[src/rtl/ccd_pattern_player_pkg.sv]
// Shared encodings for the CCD pattern player: FSM states, command bytes,
// config register layout and a small clamping helper.
package ccd_pkg;

    typedef enum logic [1:0] {
        ST_IDLE = 2'd0,
        ST_LOAD = 2'd1,
        ST_PLAY = 2'd2,
        ST_DONE = 2'd3
    } state_t;

    localparam logic [7:0] CMD_START  = 8'hA0;
    localparam logic [7:0] CMD_STOP   = 8'h55;
    localparam logic [7:0] CMD_ABORT  = 8'h5A;
    localparam logic [7:0] CMD_REPLAY = 8'h5B;

    localparam int CFG_W         = 40;
    localparam int CFG_BLACK_LSB = 0;
    localparam int CFG_N_LSB     = 16;
    localparam int CFG_BLANK_LSB = 24;
    localparam int CFG_LINES_LSB = 32;

    localparam logic [7:0] N_MIN     = 8'd4;
    localparam logic [7:0] LINES_MIN = 8'd1;

    // Raise a config field to its minimum usable value.
    function automatic logic [7:0] at_least(input logic [7:0] v, input logic [7:0] lo);
        return (v < lo) ? lo : v;
    endfunction

endpackage

[src/rtl/ccd_pattern_player_ram.sv]
// Pattern RAM: simple dual-port, synchronous write, registered read.
module pattern_ram #(
    parameter int DAC_W = 14,
    parameter int DEPTH = 256,
    parameter int AW    = $clog2(DEPTH)
) (
    input  logic             sys_clk,
    input  logic             wr_en,
    input  logic [AW-1:0]    wr_addr,
    input  logic [DAC_W-1:0] wr_data,
    input  logic [AW-1:0]    rd_addr,
    output logic [DAC_W-1:0] rd_data
);

    logic [DAC_W-1:0] mem [DEPTH];

    // Write port.
    always_ff @(posedge sys_clk) begin
        if (wr_en) begin
            mem[wr_addr] <= wr_data;
        end
    end

    // Registered read port, one cycle of latency.
    always_ff @(posedge sys_clk) begin
        rd_data <= mem[rd_addr];
    end

endmodule

[src/rtl/ccd_pattern_player.sv]
// CCD pattern player: loads a pixel pattern from the master byte bus into RAM,
// then replays it to the DAC with the CCD timing set for a number of lines.
//
// state | meaning
// IDLE  | outputs parked, waiting for a start command
// LOAD  | assembling byte pairs into samples and writing the RAM
// PLAY  | replaying the pattern with pixel/line/frame timing
// DONE  | frame finished, RAM kept for replay
module ccd_pattern_player
    import ccd_pkg::*;
#(
    parameter int DAC_W = 14,
    parameter int DEPTH = 256,
    parameter int AW    = $clog2(DEPTH)
) (
    input  logic             sys_clk,
    input  logic             rst,
    input  logic [7:0]       master_data,
    input  logic             cfg_valid,
    input  logic             ctrl_valid,
    input  logic             sample_valid,
    output logic [DAC_W-1:0] dac_d,
    output logic             clk_fpga,
    output logic             shp_fpga,
    output logic             shd_fpga,
    output logic             clpdm_fpga,
    output logic             clpob_fpga,
    output logic             hd_fpga,
    output logic             vd_fpga,
    output logic             busy,
    output logic             done,
    output logic             overflow,
    output logic [AW:0]      pat_len,
    output logic [1:0]       state
);

    // Wide enough to compare pixel index, pattern length and blank count.
    localparam int CW = AW + 10;

    state_t           state_q;
    logic [CFG_W-1:0] cfg_sr;
    logic             mode_plain;
    logic             byte_hi;
    logic [7:0]       lo_byte;

    logic [7:0]       n_act;
    logic [7:0]       blank_act;
    logic [7:0]       lines_act;
    logic [DAC_W-1:0] black_act;

    logic [9:0]       inner;
    logic [AW:0]      pix;
    logic [7:0]       line;

    logic             wr_en;
    logic [DAC_W-1:0] wr_data;
    logic [AW-1:0]    rd_addr;
    logic [DAC_W-1:0] rd_data;

    logic             cmd_abort;
    logic             cmd_start;
    logic             cmd_stop;
    logic             cmd_replay;

    logic [9:0]       n_w;
    logic [9:0]       q1;
    logic [9:0]       q3;
    logic             last_inner;
    logic             last_pix;
    logic             last_line;
    logic             clp_next;

    assign cmd_abort  = ctrl_valid && (master_data == CMD_ABORT);
    assign cmd_start  = ctrl_valid && ((master_data & 8'hFE) == CMD_START);
    assign cmd_stop   = ctrl_valid && (master_data == CMD_STOP);
    assign cmd_replay = ctrl_valid && (master_data == CMD_REPLAY);

    assign n_w        = {2'b00, n_act};
    assign q1         = n_w >> 2;
    assign q3         = (n_w * 10'd3) >> 2;
    assign last_inner = (inner == (n_w << 1) - 10'd1);
    assign last_pix   = (pix == pat_len - 1'b1);
    assign last_line  = (line == lines_act - 8'd1);

    // Clamp is active on the leading pixels; the trailing 'blank' pixels are dark.
    assign clp_next = (CW'(blank_act) < CW'(pat_len)) &&
                      (CW'(pix) < CW'(pat_len) - CW'(blank_act));

    // A full RAM is flagged by the top bit of pat_len (pat_len == DEPTH).
    assign wr_en   = (state_q == ST_LOAD) && sample_valid && !ctrl_valid && byte_hi && !pat_len[AW];
    assign wr_data = DAC_W'({master_data, lo_byte});

    // Read the current pixel; on its last clock fetch the next one so it is ready at inner 0.
    always_comb begin
        rd_addr = '0;
        if (state_q == ST_PLAY) begin
            if (last_inner) begin
                rd_addr = last_pix ? '0 : AW'(pix + 1'b1);
            end else begin
                rd_addr = AW'(pix);
            end
        end
    end

    pattern_ram #(
        .DAC_W (DAC_W),
        .DEPTH (DEPTH),
        .AW    (AW)
    ) u_ram (
        .sys_clk (sys_clk),
        .wr_en   (wr_en),
        .wr_addr (pat_len[AW-1:0]),
        .wr_data (wr_data),
        .rd_addr (rd_addr),
        .rd_data (rd_data)
    );

    // FSM, config shift register, byte assembler, replay counters and output registers.
    always_ff @(posedge sys_clk) begin
        if (rst) begin
            state_q    <= ST_IDLE;
            cfg_sr     <= '0;
            mode_plain <= 1'b0;
            byte_hi    <= 1'b0;
            lo_byte    <= '0;
            pat_len    <= '0;
            overflow   <= 1'b0;
            n_act      <= '0;
            blank_act  <= '0;
            lines_act  <= '0;
            black_act  <= '0;
            inner      <= '0;
            pix        <= '0;
            line       <= '0;
            dac_d      <= '0;
            clk_fpga   <= 1'b1;
            shp_fpga   <= 1'b1;
            shd_fpga   <= 1'b1;
            clpdm_fpga <= 1'b0;
            hd_fpga    <= 1'b0;
            vd_fpga    <= 1'b0;
        end else begin
            if (cfg_valid && !ctrl_valid) begin
                cfg_sr <= {master_data, cfg_sr[CFG_W-1:8]};
            end

            if (cmd_abort) begin
                state_q    <= ST_IDLE;
                inner      <= '0;
                pix        <= '0;
                line       <= '0;
                dac_d      <= '0;
                clk_fpga   <= 1'b1;
                shp_fpga   <= 1'b1;
                shd_fpga   <= 1'b1;
                clpdm_fpga <= 1'b0;
                hd_fpga    <= 1'b0;
                vd_fpga    <= 1'b0;
            end else begin
                case (state_q)
                    ST_IDLE, ST_DONE: begin
                        if (cmd_start) begin
                            state_q    <= ST_LOAD;
                            mode_plain <= master_data[0];
                            pat_len    <= '0;
                            overflow   <= 1'b0;
                            byte_hi    <= 1'b0;
                        end else if (cmd_replay && (state_q == ST_DONE)) begin
                            // Config is sampled only here, on entry to PLAY.
                            state_q   <= ST_PLAY;
                            n_act     <= at_least(cfg_sr[CFG_N_LSB +: 8], N_MIN);
                            lines_act <= at_least(cfg_sr[CFG_LINES_LSB +: 8], LINES_MIN);
                            blank_act <= cfg_sr[CFG_BLANK_LSB +: 8];
                            black_act <= cfg_sr[CFG_BLACK_LSB +: DAC_W];
                            inner     <= '0;
                            pix       <= '0;
                            line      <= '0;
                        end
                    end

                    ST_LOAD: begin
                        if (cmd_stop) begin
                            if (pat_len != '0) begin
                                state_q   <= ST_PLAY;
                                n_act     <= at_least(cfg_sr[CFG_N_LSB +: 8], N_MIN);
                                lines_act <= at_least(cfg_sr[CFG_LINES_LSB +: 8], LINES_MIN);
                                blank_act <= cfg_sr[CFG_BLANK_LSB +: 8];
                                black_act <= cfg_sr[CFG_BLACK_LSB +: DAC_W];
                                inner     <= '0;
                                pix       <= '0;
                                line      <= '0;
                            end else begin
                                state_q <= ST_IDLE;
                            end
                        end else if (sample_valid && !ctrl_valid) begin
                            if (!byte_hi) begin
                                lo_byte <= master_data;
                                byte_hi <= 1'b1;
                            end else begin
                                byte_hi <= 1'b0;
                                if (pat_len[AW]) begin
                                    overflow <= 1'b1;
                                end else begin
                                    pat_len <= pat_len + 1'b1;
                                end
                            end
                        end
                    end

                    ST_PLAY: begin
                        if (inner == 10'd0) begin
                            clk_fpga   <= 1'b1;
                            hd_fpga    <= (pix == '0);
                            vd_fpga    <= (line == 8'd0);
                            clpdm_fpga <= clp_next;
                            dac_d      <= mode_plain ? rd_data : black_act;
                        end
                        if (inner == n_w) begin
                            clk_fpga <= 1'b0;
                            if (!mode_plain) begin
                                dac_d <= rd_data;
                            end
                        end
                        if (inner == q1) begin
                            shp_fpga <= 1'b0;
                        end
                        if (inner == q3) begin
                            shp_fpga <= 1'b1;
                        end
                        if (inner == n_w + q1) begin
                            shd_fpga <= 1'b0;
                        end
                        if (inner == n_w + q3) begin
                            shd_fpga <= 1'b1;
                        end

                        if (last_inner) begin
                            inner <= '0;
                            if (last_pix) begin
                                pix <= '0;
                                if (last_line) begin
                                    // Frame complete: park outputs, overriding any edge above.
                                    line       <= '0;
                                    state_q    <= ST_DONE;
                                    dac_d      <= '0;
                                    clk_fpga   <= 1'b1;
                                    shp_fpga   <= 1'b1;
                                    shd_fpga   <= 1'b1;
                                    clpdm_fpga <= 1'b0;
                                    hd_fpga    <= 1'b0;
                                    vd_fpga    <= 1'b0;
                                end else begin
                                    line <= line + 8'd1;
                                end
                            end else begin
                                pix <= pix + 1'b1;
                            end
                        end else begin
                            inner <= inner + 10'd1;
                        end
                    end

                    default: state_q <= ST_IDLE;
                endcase
            end
        end
    end

    assign clpob_fpga = clpdm_fpga;
    assign busy       = (state_q == ST_LOAD) || (state_q == ST_PLAY);
    assign done       = (state_q == ST_DONE);
    assign state      = state_q;

endmodule

[config.mk]
export PLATFORM = sky130hd
export DESIGN_NAME = ccd_pattern_player
export DESIGN_NICKNAME = d
export VERILOG_FILES = /design/src/rtl/ccd_pattern_player_pkg.sv /design/src/rtl/ccd_pattern_player_ram.sv /design/src/rtl/ccd_pattern_player.sv
export SDC_FILE = /design/constraint.sdc
export NUM_CORES = 2
export LEC_CHECK = 0
export CORE_ASPECT_RATIO = 0.7
export CORE_UTILIZATION = 39
export DETAILED_ROUTE_END_ITERATION = 12
export HOLD_SLACK_MARGIN = 0.03
export PLACE_DENSITY_LB_ADDON = 0.05
export SYNTH_ARGS = -nofsm -noshare
export SYNTH_HDL_FRONTEND = slang
export SYNTH_SLANG_ARGS = --single-unit
[constraint.sdc]
create_clock -name sys_clk -period 5.9 [get_ports sys_clk]
set_input_delay 1.18 -clock sys_clk [delete_from_list [all_inputs] [get_ports sys_clk]]
set_output_delay 1.18 -clock sys_clk [all_outputs]
set_load 0.005 [all_outputs]
== Word-level counts from Yosys, hierarchy flattened ==
Memory sizes are Yosys's and may differ from the RTL's. A register that Yosys moved wholly into a read port is not among the register bits.
Index checks and enable logic that the tools add are counted.
Word-level totals
  flip-flop bits (word level): 147
  bits in writable memories: 3584
  input port bits: 13
  output and inout bits: 35
  logic and storage cells: 210
  memories: 1
Memories
  u_ram.mem: depth 256, bits a word 14, rd ports 1, clocked after memory_dff 1, wr ports 1, RTL line ccd_pattern_player_ram.sv:15  | logic [DAC_W-1:0] mem [DEPTH];
Cells by class
  add/subtract/negate cells: 10
  $mul: 1
  magnitude comparators: 4
  equality and inequality tests: 29
  multiplexer cells: 106
  bitwise logic cells: 3
  reductions and logical operators: 34
Operators by type and width (count)
  $mux W8: 24
  $mux W14: 11
  $mux W9: 11
  $mux W10: 5
  $pmux W8 S2: 3
  $mux W1: 37
  $pmux W10 S3: 1
  $pmux W14 S2: 1
  $pmux W9 S3: 1
  $ne A2 B2 Y1 const B: 13
  $eq A8 B7 Y1 const B: 3
  $pmux W8 S3: 1
  $eq A10 B8 Y1: 2
  $eq A10 B9 Y1: 2
  $reduce_and A5 Y1: 4
  $add A9 B1 Y9 const B: 2
  $lt A9 B18 Y1: 1
  $pmux W9 S2: 1
  $reduce_and A6 Y1: 3
  $mux W2: 7
  $reduce_and A7 Y1: 2
  $logic_and A1 B1 Y1: 12
  $add A10 B1 Y10 const B: 1
  $eq A10 B10 Y1: 1
  other kinds (32): 38

== Depth between registers and ports, before layout ==
  depth in word-level cells: 7
  depth in mapped cells: 23
  mapped depth without buffers: 19

== Cells and area by module ==
Synthesis repeated with hierarchy kept, for this count alone.
Unflattened totals
  cell total of the unflattened synthesis: 7353
  area, all modules: 148192.1 um^2
By module, submodules not included
  pattern_ram: times used 1, cells each 6142, area an instance 138816.9 um^2, sequential area each 107903.5 um^2
  ccd_pattern_player: times used 1, cells each 1211, area an instance 9375.2 um^2, sequential area each 2942.8 um^2

== Least setup slack after synthesis ==
No wires, ideal clock.
  path type: flip-flop to flip-flop
  start point: register lo_byte[0]
  end point: memory u_ram.mem[0][0] (data pin)
  setup time: 0.856 ns
  data arrival time: 3.397 ns
  data required time: 5.044 ns
  path slack: 1.647 ns
  stages on the path, launching flop included: 1
  buffers on the path: 0
  period minus slack after synthesis: 4.253 ns
  cell sequence: dfxtp_1
RTL lines
  start: declaration: RTL line ccd_pattern_player.sv:44  | logic [7:0] lo_byte;
  start signal: assignment: RTL line ccd_pattern_player.sv:197  | lo_byte <= master_data;
  end: declaration: RTL line ccd_pattern_player_ram.sv:15
No word-level cell before the write port.

== Final worst setup path ==
  start point: register pat_len[7]
  end point: register u_ram.rd_data[8] (read register of u_ram.mem)
On the way
  word-level cells in the longest chain between the ends: 5
Ends and longest elaborated chain
  start: declaration: RTL line ccd_pattern_player.sv:33  | output logic [AW:0] pat_len,
  start signal: assignment: RTL line ccd_pattern_player.sv:204  | pat_len <= pat_len + 1'b1;
  $sub A9 B1 Y9: RTL line ccd_pattern_player.sv:82  | assign last_pix = (pix == pat_len - 1'b1);
  $eq A9 B9 Y1: RTL line ccd_pattern_player.sv:82
  $mux W8: RTL line ccd_pattern_player.sv:98  | rd_addr = last_pix ? '0 : AW'(pix + 1'b1);
  $mux W8: RTL line ccd_pattern_player.sv:97  | if (last_inner) begin
  $mux W8: RTL line ccd_pattern_player.sv:96  | if (state_q == ST_PLAY) begin
  end: declaration: RTL line ccd_pattern_player_ram.sv:12  | output logic [DAC_W-1:0] rd_data
Every way passes these cells.
A chain may end at the register's enable or synchronous reset.

==> metrics.txt <==
status complete, but fails checks; failing checks capacitance limit, slew limit; most common cell after layout, fill and taps aside edfxtp_1; max_slew headroom -4.396%; GR Layer Usage met2 43.16%; setup ws final 77.37 ps; peak supply drop 0.2227 mV; first-pass GRT wire length 851500 µm; DP HPWL 400800 µm; initial antenna violation count 55; leakage power 60.36 nW; met1 Usage GRT 48.17%; Vias 106300; Clk Latency, worst-skew pair 960 ps; Syn Nets 11450; # clock sinks 3745; total grt overflow 0; worst slew pin tran 1526 ps; syn avg cell area 13.48 µm²; max-slew violations 2; mapped cell area 153200 µm²; die height 526.4 µm; Non-Filler Instances 17620; TritonRoute pass-1 iters 6; async set-reset flop share out of synthesis 0%; CP required 6730 ps; TritonCTS clock tree yes; most frequent cells in the layout edfxtp_1, nand2_1, buf_4; Core Region 390900 µm²; Place WS -573.7 ps; drt first-iter violations 17380; RSZ-0062 raised after global routing false; peak fanout along the critical path 27; Setup Skew 54.39 ps; DRC viols 0; Die Wd 751.2 µm; grt peak-use layer met1; Placer Congestion 0.9078; Tmin final 5823 ps; synth top area cells edfxtp_1, nand2_1, nand3_1; cts hold-fix bufs 0; # port buffers 47; yosys warns 0; Filler cells 34870; # setup viols final 0; IO Pins 48; die area 395400 µm²; EDFF count, synth 3584; vias in the first global route 98010; post-route clock period utilization 98.69%; post-route ant nets 0; Mapped Cells 11370; number of synthesized register bits 3745; Power Total 53.86 mW; Synth top area share 70.24%; clock-pin slew on the worst setup and hold paths 70 ps; hold slack final 457.1 ps; vias per inst 6.033; crit path kind flop to flop; Post-Route WL 627200 µm; H-tree depth 5; predominant post-synthesis flop cell edfxtp_1; number of max-cap violations 1; share of layout cells above drive strength 1 14.85%; fmax 171.7 MHz; largest net degree at the start of global routing 150; Initial Util 39.20%; Total Nets Final 12150; met3 Use GR 6.337%; P&R area growth vs syn 16.58%; Total GRT Usage 31.00%; Cell Rows 192; worst hold path class flop to flop; placed insts 16910; PD cells 301.5 nW/µm²; Cell variety after synth 99; Worst Path Arrival 6660 ps; drt wl/cell 35.60 µm; CTS Buf Count 378; Final TNS setup 0 ps; leading area contributor after synthesis edfxtp_1; CP endpoint kind flop; Startpoint Class flop; register area share after synthesis 72.34%; number of failing hold endpoints at the final stage 0; worst-case clock buffer depth 4; root buffer cell clkbuf_16
## report_power, final
group	internal, mW	switching, mW	total [mW]
Sequential	28.9	0.0289	28.9
Clock	13.5	10.6	24.1
Combinational	0.196	0.713	0.908
## critical path, cell delays in order (launching register included)
cell and delay (ps):
dfxtp_1 540, buf_4 220, xor2_1 330, a2111oi_0 120, a211oi_1 520, a31oi_4 210, a21oi_1 430, a221o_4 290
buf_12 270, buf_4 330, nand3_1 100, a31oi_1 1110, a22oi_1 300, buf_4 250, a21oi_1 190, or4bb_1 290
o211ai_1 110
## per-layer routing
metal	wire [µm]	vias up
li1	-	44090
met4	21320	16
met3	67640	892
met5	108	-
met2	259100	6261
met1	279100	55040
## synth_stat cells (13+ instances only)
cell type / count
buf_6: 22
nor4_1: 36
nor3_1: 97
a221oi_1: 98
dfxtp_1: 161
mux2i_1: 285
mux2_2: 40
edfxtp_1: 3584
nor2_1: 396
a311oi_1: 258
a21boi_0: 15
a32oi_1: 13
ha_1: 65
a31oi_1: 175
a2111oi_0: 19
a21oi_1: 409
nand3_1: 902
xnor2_1: 61
and3_1: 110
buf_2: 403
mux4_2: 94
o22ai_1: 54
o211ai_1: 41
inv_1: 143
a22oi_1: 20
a211oi_1: 216
nand2_1: 2646
buf_1: 58
xor2_1: 50
nand4_1: 40
o221ai_1: 73
a21o_1: 14
clkbuf_1: 213
o21ai_0: 165
nor2b_1: 85
buf_4: 95
## worst paths after layout
kind / startpoint / end / slack (ps) / cells past startpoint
worst max-delay path: pat_len[7]$_SDFFE_PP0P_ / u_ram.rd_data[8]$_DFF_P_ / 80 / 16
worst min-delay path: cfg_sr[3]$_SDFFE_PP0P_ / cfg_sr[3]$_SDFFE_PP0P_ / 460 / 2
worst max register to register: pat_len[7]$_SDFFE_PP0P_ / u_ram.rd_data[8]$_DFF_P_ / 80 / 16
worst min register to register: cfg_sr[3]$_SDFFE_PP0P_ / cfg_sr[3]$_SDFFE_PP0P_ / 460 / 2
## repair_timing
action,4_1_cts,5_1_grt
gates cloned,0,0
endpoints found under the hold margin,0,0
resized for setup,16,7
buffers inserted,5,6
pin swaps,1,1
setup endpoints to repair,10,11
## cells by family (layout without fill, tap and decap cells)
kind of cell / count (synthesis) / in the layout / share of synthesized area, %
simple gates: 4386 / 4386 / 12.20
compound gates: 1700 / 1700 / 7.725
fa+ha+maj: 69 / 69 / 0.5830
mux: 419 / 419 / 3.537
xor+xnor: 112 / 112 / 0.6492
flops: 3745 / 3745 / 72.34
other cells: 0 / 20 / 0
buf+inv: 936 / 1930 / 2.971
## metrics by stage
| step | utilization (%) | instance area, µm² |
|---|---|---|
| after CTS | 45.66 | 178500 |
| after detailed placement | 42.58 | 166400 |
| final | 45.70 | 178600 |
| after global routing | 45.69 | 178600 |
| after global placement | 42.58 | 166400 |
| after floorplan | - | 153200 |
## final cells by class
type | count | area, µm² | share of cell area, %
inverter | 143 | 536.8 | 0.3005
clock inverter | 178 | 1600 | 0.8958
clock buffer | 498 | 10310 | 5.774
tap | 5238 | 6554 | 3.669
sequential | 3745 | 110900 | 62.07
antenna | 20 | 50.05 | 0.02802
multi-input combinational | 6686 | 38360 | 21.47
timing repair buffer | 1111 | 10340 | 5.790
## flip-flops by register name, indices dropped and copies added, names as in the netlist, 9 cells and up
signal	flops
inner	10
cfg_sr	40
black_act	14
u_ram.rd_data	14
u_ram.mem	3584
dac_d	14
pix	9
pat_len	9
Note: power is estimated with default switching activity, not from simulation.
